--- config.mk ---
export PLATFORM = sky130hd
export DESIGN_NAME = rgb_to_yuv_pipe
export DESIGN_NICKNAME = d
export VERILOG_FILES = /design/src/rtl/rgb_yuv_pkg.sv /design/src/rtl/rgb_to_yuv_pixel.sv /design/src/rtl/rgb_to_yuv_pipe.sv
export SDC_FILE = /design/constraint.sdc
export NUM_CORES = 2
export LEC_CHECK = 0
export ABC_AREA = 1
export CAP_MARGIN = 0
export CORE_UTILIZATION = 64
export DETAILED_ROUTE_END_ITERATION = 8
export PLACE_DENSITY_LB_ADDON = 0.1
export SETUP_SLACK_MARGIN = 0.05
export SLEW_MARGIN = 0
export SYNTH_ARGS = -nofsm -noshare
export SYNTH_HDL_FRONTEND = slang
export SYNTH_SLANG_ARGS = --single-unit
--- constraint.sdc ---
create_clock -name clk_i -period 10.1 [get_ports clk_i]
set_input_delay 1.01 -clock clk_i [delete_from_list [all_inputs] [get_ports clk_i]]
set_output_delay 1.01 -clock clk_i [all_outputs]
set_load 0.02 [all_outputs]
--- src/rtl/rgb_yuv_pkg.sv ---
// rtl/rgb_yuv_pkg.sv - conversion coefficients and helpers for the RGB to YUV pipeline
package rgb_yuv_pkg;

  localparam int C_YR = 77;
  localparam int C_YG = 150;
  localparam int C_YB = 29;
  localparam int C_UR = 43;
  localparam int C_UG = 84;
  localparam int C_UB = 127;
  localparam int C_VR = 127;
  localparam int C_VG = 106;
  localparam int C_VB = 21;

  localparam int CHROMA_OFS = 128;

  function automatic int rnd_of(input int depth);
    return 1 << (depth - 1);
  endfunction

  // Saturate a shifted/offset component to the 8-bit output range.
  function automatic logic [7:0] sat8(input logic signed [10:0] x);
    if (x[10]) return 8'd0;
    if (x[9:8] != 2'b00) return 8'hFF;
    return x[7:0];
  endfunction

endpackage

--- src/rtl/rgb_to_yuv_pixel.sv ---
// rtl/rgb_to_yuv_pixel.sv - one pixel: product stage, sum/round/shift stage, output clamp
module rgb_to_yuv_pixel
  import rgb_yuv_pkg::*;
#(
  parameter int PIXEL_DEPTH = 10
) (
  input  logic                   clk_i,
  input  logic                   en_i,
  input  logic [PIXEL_DEPTH-1:0] r_i,
  input  logic [PIXEL_DEPTH-1:0] g_i,
  input  logic [PIXEL_DEPTH-1:0] b_i,
  output logic [7:0]             y_o,
  output logic [7:0]             u_o,
  output logic [7:0]             v_o
);

  localparam int S  = PIXEL_DEPTH;
  localparam int PW = S + 8;
  localparam int W  = S + 11;
  localparam logic signed [W-1:0] RND = W'(rnd_of(S));

  function automatic logic [PW-1:0] mul(input logic [S-1:0] x, input int k);
    return PW'(x) * PW'(k);
  endfunction

  function automatic logic signed [W-1:0] sx(input logic [PW-1:0] p);
    return $signed({3'b000, p});
  endfunction

  logic [PW-1:0] p_yr, p_yg, p_yb, p_ur, p_ug, p_ub, p_vr, p_vg, p_vb;
  logic signed [W-1:0] y_sum, u_sum, v_sum;
  logic signed [10:0] y_s2, u_s2, v_s2;

  always_ff @(posedge clk_i) begin
    if (en_i) begin
      p_yr <= mul(r_i, C_YR);
      p_yg <= mul(g_i, C_YG);
      p_yb <= mul(b_i, C_YB);
      p_ur <= mul(r_i, C_UR);
      p_ug <= mul(g_i, C_UG);
      p_ub <= mul(b_i, C_UB);
      p_vr <= mul(r_i, C_VR);
      p_vg <= mul(g_i, C_VG);
      p_vb <= mul(b_i, C_VB);
    end
  end

  always_comb begin
    y_sum = sx(p_yr) + sx(p_yg) + sx(p_yb) + RND;
    u_sum = sx(p_ub) - sx(p_ur) - sx(p_ug) + RND;
    v_sum = sx(p_vr) - sx(p_vg) - sx(p_vb) + RND;
  end

  // Chroma may go negative before the offset, hence the arithmetic shift.
  always_ff @(posedge clk_i) begin
    if (en_i) begin
      y_s2 <= 11'(y_sum >>> S);
      u_s2 <= 11'(u_sum >>> S) + 11'(CHROMA_OFS);
      v_s2 <= 11'(v_sum >>> S) + 11'(CHROMA_OFS);
    end
  end

  assign y_o = sat8(y_s2);
  assign u_o = sat8(u_s2);
  assign v_o = sat8(v_s2);

endmodule

--- src/rtl/rgb_to_yuv_pipe.sv ---
// rtl/rgb_to_yuv_pipe.sv - three-stage RGB to YUV422/444 converter with ready/valid flow control
module rgb_to_yuv_pipe
  import rgb_yuv_pkg::*;
#(
  parameter int PIXEL_DEPTH   = 10,
  parameter int PIXEL_PER_CLK = 4,
  parameter int OUT_MODE      = 0,
  parameter int CHROMA_AVG    = 0
) (
  input  logic                                   clk_i,
  input  logic                                   reset_n_i,
  input  logic [PIXEL_PER_CLK*3*PIXEL_DEPTH-1:0] rgb_i,
  input  logic                                   rgb_valid_i,
  input  logic                                   rgb_last_i,
  output logic                                   rgb_ready_o,
  output logic [PIXEL_PER_CLK*24-1:0]            yuv_o,
  output logic                                   yuv_valid_o,
  output logic                                   yuv_last_o,
  input  logic                                   yuv_ready_i
);

  localparam int S  = PIXEL_DEPTH;
  localparam int P  = PIXEL_PER_CLK;
  localparam int PB = 3 * S;

  function automatic logic [7:0] avg8(input logic [7:0] a, input logic [7:0] b);
    return 8'(({1'b0, a} + {1'b0, b} + 9'd1) >> 1);
  endfunction

  logic en;
  logic v1, l1, v2, l2;
  logic [7:0] y_c [P];
  logic [7:0] u_c [P];
  logic [7:0] v_c [P];
  logic [P*24-1:0] packed_yuv;

  // Whole pipeline stalls only when the output register holds an unaccepted beat.
  assign en          = !yuv_valid_o || yuv_ready_i;
  assign rgb_ready_o = en;

  for (genvar i = 0; i < P; i++) begin : g_px
    rgb_to_yuv_pixel #(
      .PIXEL_DEPTH(S)
    ) u_px (
      .clk_i(clk_i),
      .en_i (en),
      .r_i  (rgb_i[(P-1-i)*PB + 2*S +: S]),
      .g_i  (rgb_i[(P-1-i)*PB + S +: S]),
      .b_i  (rgb_i[(P-1-i)*PB +: S]),
      .y_o  (y_c[i]),
      .u_o  (u_c[i]),
      .v_o  (v_c[i])
    );
  end

  always_comb begin
    packed_yuv = '0;
    if (OUT_MODE == 1) begin
      for (int n = 0; n < P; n++) begin
        packed_yuv[(P-1-n)*24 +: 24] = {y_c[n], u_c[n], v_c[n]};
      end
    end else begin
      for (int k = 0; k < P/2; k++) begin
        packed_yuv[(P/2-1-k)*32 +: 32] = {
          y_c[2*k],
          (CHROMA_AVG != 0) ? avg8(u_c[2*k], u_c[2*k+1]) : u_c[2*k],
          y_c[2*k+1],
          (CHROMA_AVG != 0) ? avg8(v_c[2*k], v_c[2*k+1]) : v_c[2*k]
        };
      end
    end
  end

  always_ff @(posedge clk_i or negedge reset_n_i) begin
    if (!reset_n_i) begin
      v1          <= 1'b0;
      l1          <= 1'b0;
      v2          <= 1'b0;
      l2          <= 1'b0;
      yuv_valid_o <= 1'b0;
      yuv_last_o  <= 1'b0;
      yuv_o       <= '0;
    end else if (en) begin
      v1          <= rgb_valid_i;
      l1          <= rgb_valid_i && rgb_last_i;
      v2          <= v1;
      l2          <= l1;
      yuv_valid_o <= v2;
      yuv_last_o  <= l2;
      yuv_o       <= packed_yuv;
    end
  end

endmodule

# Yosys cells after proc, flatten, opt, wreduce, memory -nomap -nowiden
# Cells that the tools add are included.
[word_totals]
elab_cells = 158
output_inout_bits = 99
input_bits = 125
regBits = 546
[classes]
add_sub_neg = 28
mux = 56
n_reduce_logical = 11
multipliers = 24
[op_table]
columns = ["operator", "count"]
rows = [
  ["two-way mux 8 bit", 32],
  ["multiplier 10 x 7 -> 17 bit, second input constant", 12],
  ["adder 21 x 11 -> 21 bit, second input constant", 8],
  ["multiplier 10 x 5 -> 15 bit, second input constant", 8],
  ["adder 21 x 16 -> 21 bit", 4],
  ["adder 17 x 18 -> 19 bit", 4],
  ["multiplier 10 x 6 -> 16 bit, second input constant", 4],
  ["adder 11 x 9 -> 11 bit, second input constant", 4],
  ["subtractor 21 x 16 -> 21 bit", 2],
  ["subtractor 21 x 18 -> 21 bit", 2],
  ["subtractor 17 x 16 -> 18 bit", 2],
  ["subtractor 17 x 17 -> 18 bit", 2],
  ["two-way mux 1 bit", 24],
  ["nonzero test 2 bit", 8],
  ["logical AND 1 bit", 1],
  ["logical NOT 1 bit", 1],
  ["logical OR 1 bit", 1],
]

# Longest topological paths before layout
[depth]
ltp_word = 5
mapped_depth = 27

# Cells and area by module
# A second synthesis with hierarchy kept.
[hier_totals]
hier_cells = 9828
hier_area_um2 = 86726.9
[by_module_without_submodules]
columns = ["mod", "area_each_um2", "cells_per_inst", "n_inst", "seq_area_each_um2"]
rows = [
  ["rgb_to_yuv_pixel at g_px[2].u_px", 20753.7, 2372, 1, 4954.8],
  ["rgb_to_yuv_pixel at g_px[0].u_px", 20733.6, 2383, 1, 4954.8],
  ["rgb_to_yuv_pixel at g_px[3].u_px", 20724.9, 2357, 1, 4954.8],
  ["rgb_to_yuv_pixel at g_px[1].u_px", 20713.6, 2378, 1, 4954.8],
  ["rgb_to_yuv_pipe", 3801.1, 338, 1, 1751.7],
]

# Least setup slack after synthesis
# OpenSTA, ideal clock, no wires.
[synth_timing]
path_type = "input-to-output"
startpoint = "in yuv_ready_i"
endpoint = "out rgb_ready_o"
cell_stages = 4
n_path_buf = 2
path_slack_ns = 2.279
arrival_time_ns = 6.811
path_cell_list = "clkinv_1 -> nand2_1 -> buf_2 -> buf_2"
[synth_between]
elab_chain_len = 1
[synth_lines]
columns = ["element", "line", "text"]
rows = [
  ["start, declared", "rgb_to_yuv_pipe.sv:19", "input logic yuv_ready_i"],
  ["logical OR 1 bit", "rgb_to_yuv_pipe.sv:38", "assign en = !yuv_valid_o || yuv_ready_i;"],
  ["end, declared", "rgb_to_yuv_pipe.sv:15", "output logic rgb_ready_o,"],
]
# Every way passes these cells.

# Worst setup path after layout
[layout_timing]
startpoint = "in rgb_i[54]"
endpoint = "reg g_px[2].u_px.p_vr[12], data pin"
[layout_between]
elab_chain_len = 1
[layout_lines]
columns = ["element", "line", "text"]
rows = [
  ["start, declared", "rgb_to_yuv_pipe.sv:12", "input logic [PIXEL_PER_CLK*3*PIXEL_DEPTH-1:0] rgb_i,"],
  ["multiplier 10 x 7 -> 17 bit", "rgb_to_yuv_pixel.sv:23", "return PW'(x) * PW'(k);"],
  ["end signal, assigned", "rgb_to_yuv_pixel.sv:42", "p_vr <= mul(r_i, C_VR);"],
  ["end, declared", "rgb_to_yuv_pixel.sv:30", "logic [PW-1:0] p_yr, p_yg, p_yb, p_ur, p_ug, p_ub, p_vr, p_vg, p_vb;"],
]
# Every way passes these cells.
# A chain may end at the register's enable or synchronous reset.

==> flow_summary_export.csv <==
group,metric,value,unit
critical_path,worst-setup-path-type,"input port to flop",
floorplan,dieArea,93500,um^2
sta,slew_violations,0,
clock_network,numCtsBuffers,66,
final_layout,ff_latch_area,15200,um^2
critical_path,endpoint_kind,"flop",
yosys,yosys-top-cells-area,"ha_1 (24%), edfxtp_1 (23%), fa_1 (11%)",
place,place_ws,4.50,ns
yosys,yosys.area.top_type,"ha_1",
critical_path,slowest_delay,0.88,ns
grt,use_met3,3.26,%
grt,grt_util_met1,42.5,%
final_layout,fill_cells,7428,
detailed_routing,firstDrtPassIters,5,
status,status,"finished clean",
yosys,ys.flop_type,"edfxtp_1",
clock_network,hold_buffers,0,
final_layout,syn2layout_area_growth,9.26,%
grt,grt_usage,30.0,%
detailed_routing,route.antenna.remaining_nets,0,
floorplan,start_util,64.5,%
clock_network,cts_tree,"yes",
floorplan,core,91500,um^2
grt,grt_pass1_wl,226000,um
sta,finalSetupViolations,0,
yosys,syn_area,59000,um^2
sta,fin_worst_skew,0.0261,ns
yosys,synthArstFlopShare,13.5,%
clock_network,clock_sinks,518,
yosys,synth_edf_count,448,
floorplan,die_width,306,um
yosys,yosysMostFrequentCell,"inv_1",
floorplan,io_pins,224,
detailed_routing,vias,45400,
sta,setup_slack,5.10,ns
final_layout,drive_gt1_share,2.51,%
final_layout,multi_input_area,38700,um^2
critical_path,path_max_fanout,10,
yosys,yosys.cell_types.count,52,
clock_network,clock_latency,0.64,ns
floorplan,rows,111,
place,numPortBuffers,191,
sta,slew_headroom,31.4,%
critical_path,arrival,5.35,ns
grt,grt_max_degree,160,
detailed_routing,drt-total-wl,138000,um
critical_path,crit_chain,"clkdlybuf4s50_1, fa_1, fa_1, inv_1, fa_1, fa_1, inv_1, ha_1, a21oi_1, o21ai_0, nand2_1, o211ai_1, xor2_1",
critical_path,cp_slowest_cell,"clkdlybuf4s50_1",
clock_network,clockBufferDepth,3,
yosys,syn_inst,6832,
sta,finalSetupTns,0,ns
critical_path,startpoint_type,"input port",
place,place_inst,8195,
yosys,syn_area_per_cell,8.64,um^2
sta,rsz0062_at_grt,"no",
sta,period_share,49.5,%
clock_network,cts-root-buf,"clkbuf_16",
yosys,yosysTopAreaCellShare,24.5,%
hold_path,hold_path.class,"input port to async pin",
floorplan,die_h,306,um
yosys,yosysWarnings,0,
place,dp_hpwl,115000,um
clock_network,ctsHtreeMaxLevel,3,
grt,met2_usage,49.3,%
sta,worst_pin_slew,1.02,ns
clock_network,clk_pin_slew_worst_paths,0.06,ns
detailed_routing,route.detailed.drc,0,
sta,fmax,0.200,GHz
grt,grt_busiest_layer,"met2",
grt,grt.overflow.total,0,
detailed_routing,avgRoutedWirePerCell,16.5,um
detailed_routing,drt_iter0_markers,2914,
yosys,yosysSeqAreaShare,25.8,%
yosys,synth_common_cells,"inv_1 (1,320), nand2_1 (1,186), ha_1 (1,155)",
grt,first_global_vias,44900,
place,routabilityCongestion,0.940,
clock_network,post_cts.repair.setup_buffers,0,
final_layout,nets,8695,
critical_path,cp.required,10.46,ns
critical_path,crit_top_cell,"fa_1",
clock_network,cts.repair.resized,0,
grt,antenna_found_initial,3,
sta,fin_crit,5.00,ns
run,cap_viol_max_count,0,
yosys,ys_seq_elements,518,
detailed_routing,viasPerCell,5.46,
sta,finalHoldViolCount,0,
final_layout,fin_cells,8318,
==> through the flow <==
stage	util (%)	hold slack [ns]	instance area (um^2)
after global routing	70.5	0.199	64500
after CTS	70.5	0.178	64500
after detailed placement	68.1	0.451	62300
after global placement	68.1	0.450	62300
final	70.5	0.207	64500
after floorplan	-	0.420	59200
==> layout by cell type, fill, tap and decap left out, types with 70 or more instances in the layout <==
cell type,Yosys,routed
a21oi_1,532,532
clkdlybuf4s50_1,0,190
dfrtp_1,70,70
edfxtp_1,448,448
fa_1,338,338
ha_1,1155,1155
inv_1,1320,1320
nand2_1,1186,1185
nand3_1,345,345
nor2_1,440,440
o21ai_0,182,182
xnor2_1,124,124
xor2_1,268,268
==> final timing paths <==
kind                                 startpoint                    end  slack (ns)  depth (start not counted)
setup / recovery                      rgb_i[54]  g_px[2].u_px.p_vr[12]        5.10                         13
hold / removal                        reset_n_i              yuv_o[60]        0.21                          1
setup reg to reg           g_px[2].u_px.p_ur[1]   g_px[2].u_px.v_s2[9]        5.74                         20
hold reg to reg                              v2            yuv_valid_o        0.47                          2
max in group asynchronous             reset_n_i              yuv_o[49]        8.71                          2
min in group clk_i                           v2            yuv_valid_o        0.47                          2
==> cell type report <==
cell class,instances,share of cell area (%)
Multi-Input combinational cell,4972,60.0
Sequential cell,518,23.6
Inverter,1322,7.69
Timing Repair Buffer,197,3.09
Clock buffer,82,2.75
Tap cell,1186,2.30
Clock inverter,39,0.630
Antenna cell,2,0.00776
==> sequential cells by signal, indices dropped and copies added, names as in the netlist <==
register,flops
g_px.u_px.p_ub,32
g_px.u_px.p_ug,28
g_px.u_px.p_ur,30
g_px.u_px.p_vb,24
g_px.u_px.p_vg,24
g_px.u_px.p_vr,30
g_px.u_px.p_yb,60
g_px.u_px.p_yg,68
g_px.u_px.p_yr,68
g_px.u_px.u_s2,22
g_px.u_px.v_s2,22
g_px.u_px.y_s2,40
l1,1
l2,1
v1,1
v2,1
yuv_last_o,1
yuv_o,64
yuv_valid_o,1
==> critical path, delay by kind of cell <==
family,cells,cell delay [ns]
xor gates and xnor gates,1,0.16
AOI/OAI and AO/OA,3,0.62
buffers and inverters,3,0.97
and+or+nand+nor,1,0.08
adders and majority gates,5,2.50
==> cell families after synthesis <==
family	synth area share (%)
AO/OA/AOI/OAI	8.30
other	0.00635
flip-flops	25.8
buffers and inverters	8.97
XOR/XNOR	5.84
AND/OR/NAND/NOR	15.1
adder cells (fa/ha/maj)	35.9
multiplexers	0.0381
==> routing by layer <==
layer	routed length, um	vias to the layer above
li1	-	22900
met1	65100	21400
met2	63500	943
met3	6690	139
met4	2360	0
met5	0	-
Power is left out: the tool's default activity adds up to more than one toggle a clock period on the data nets, which glitch-free logic cannot reach.
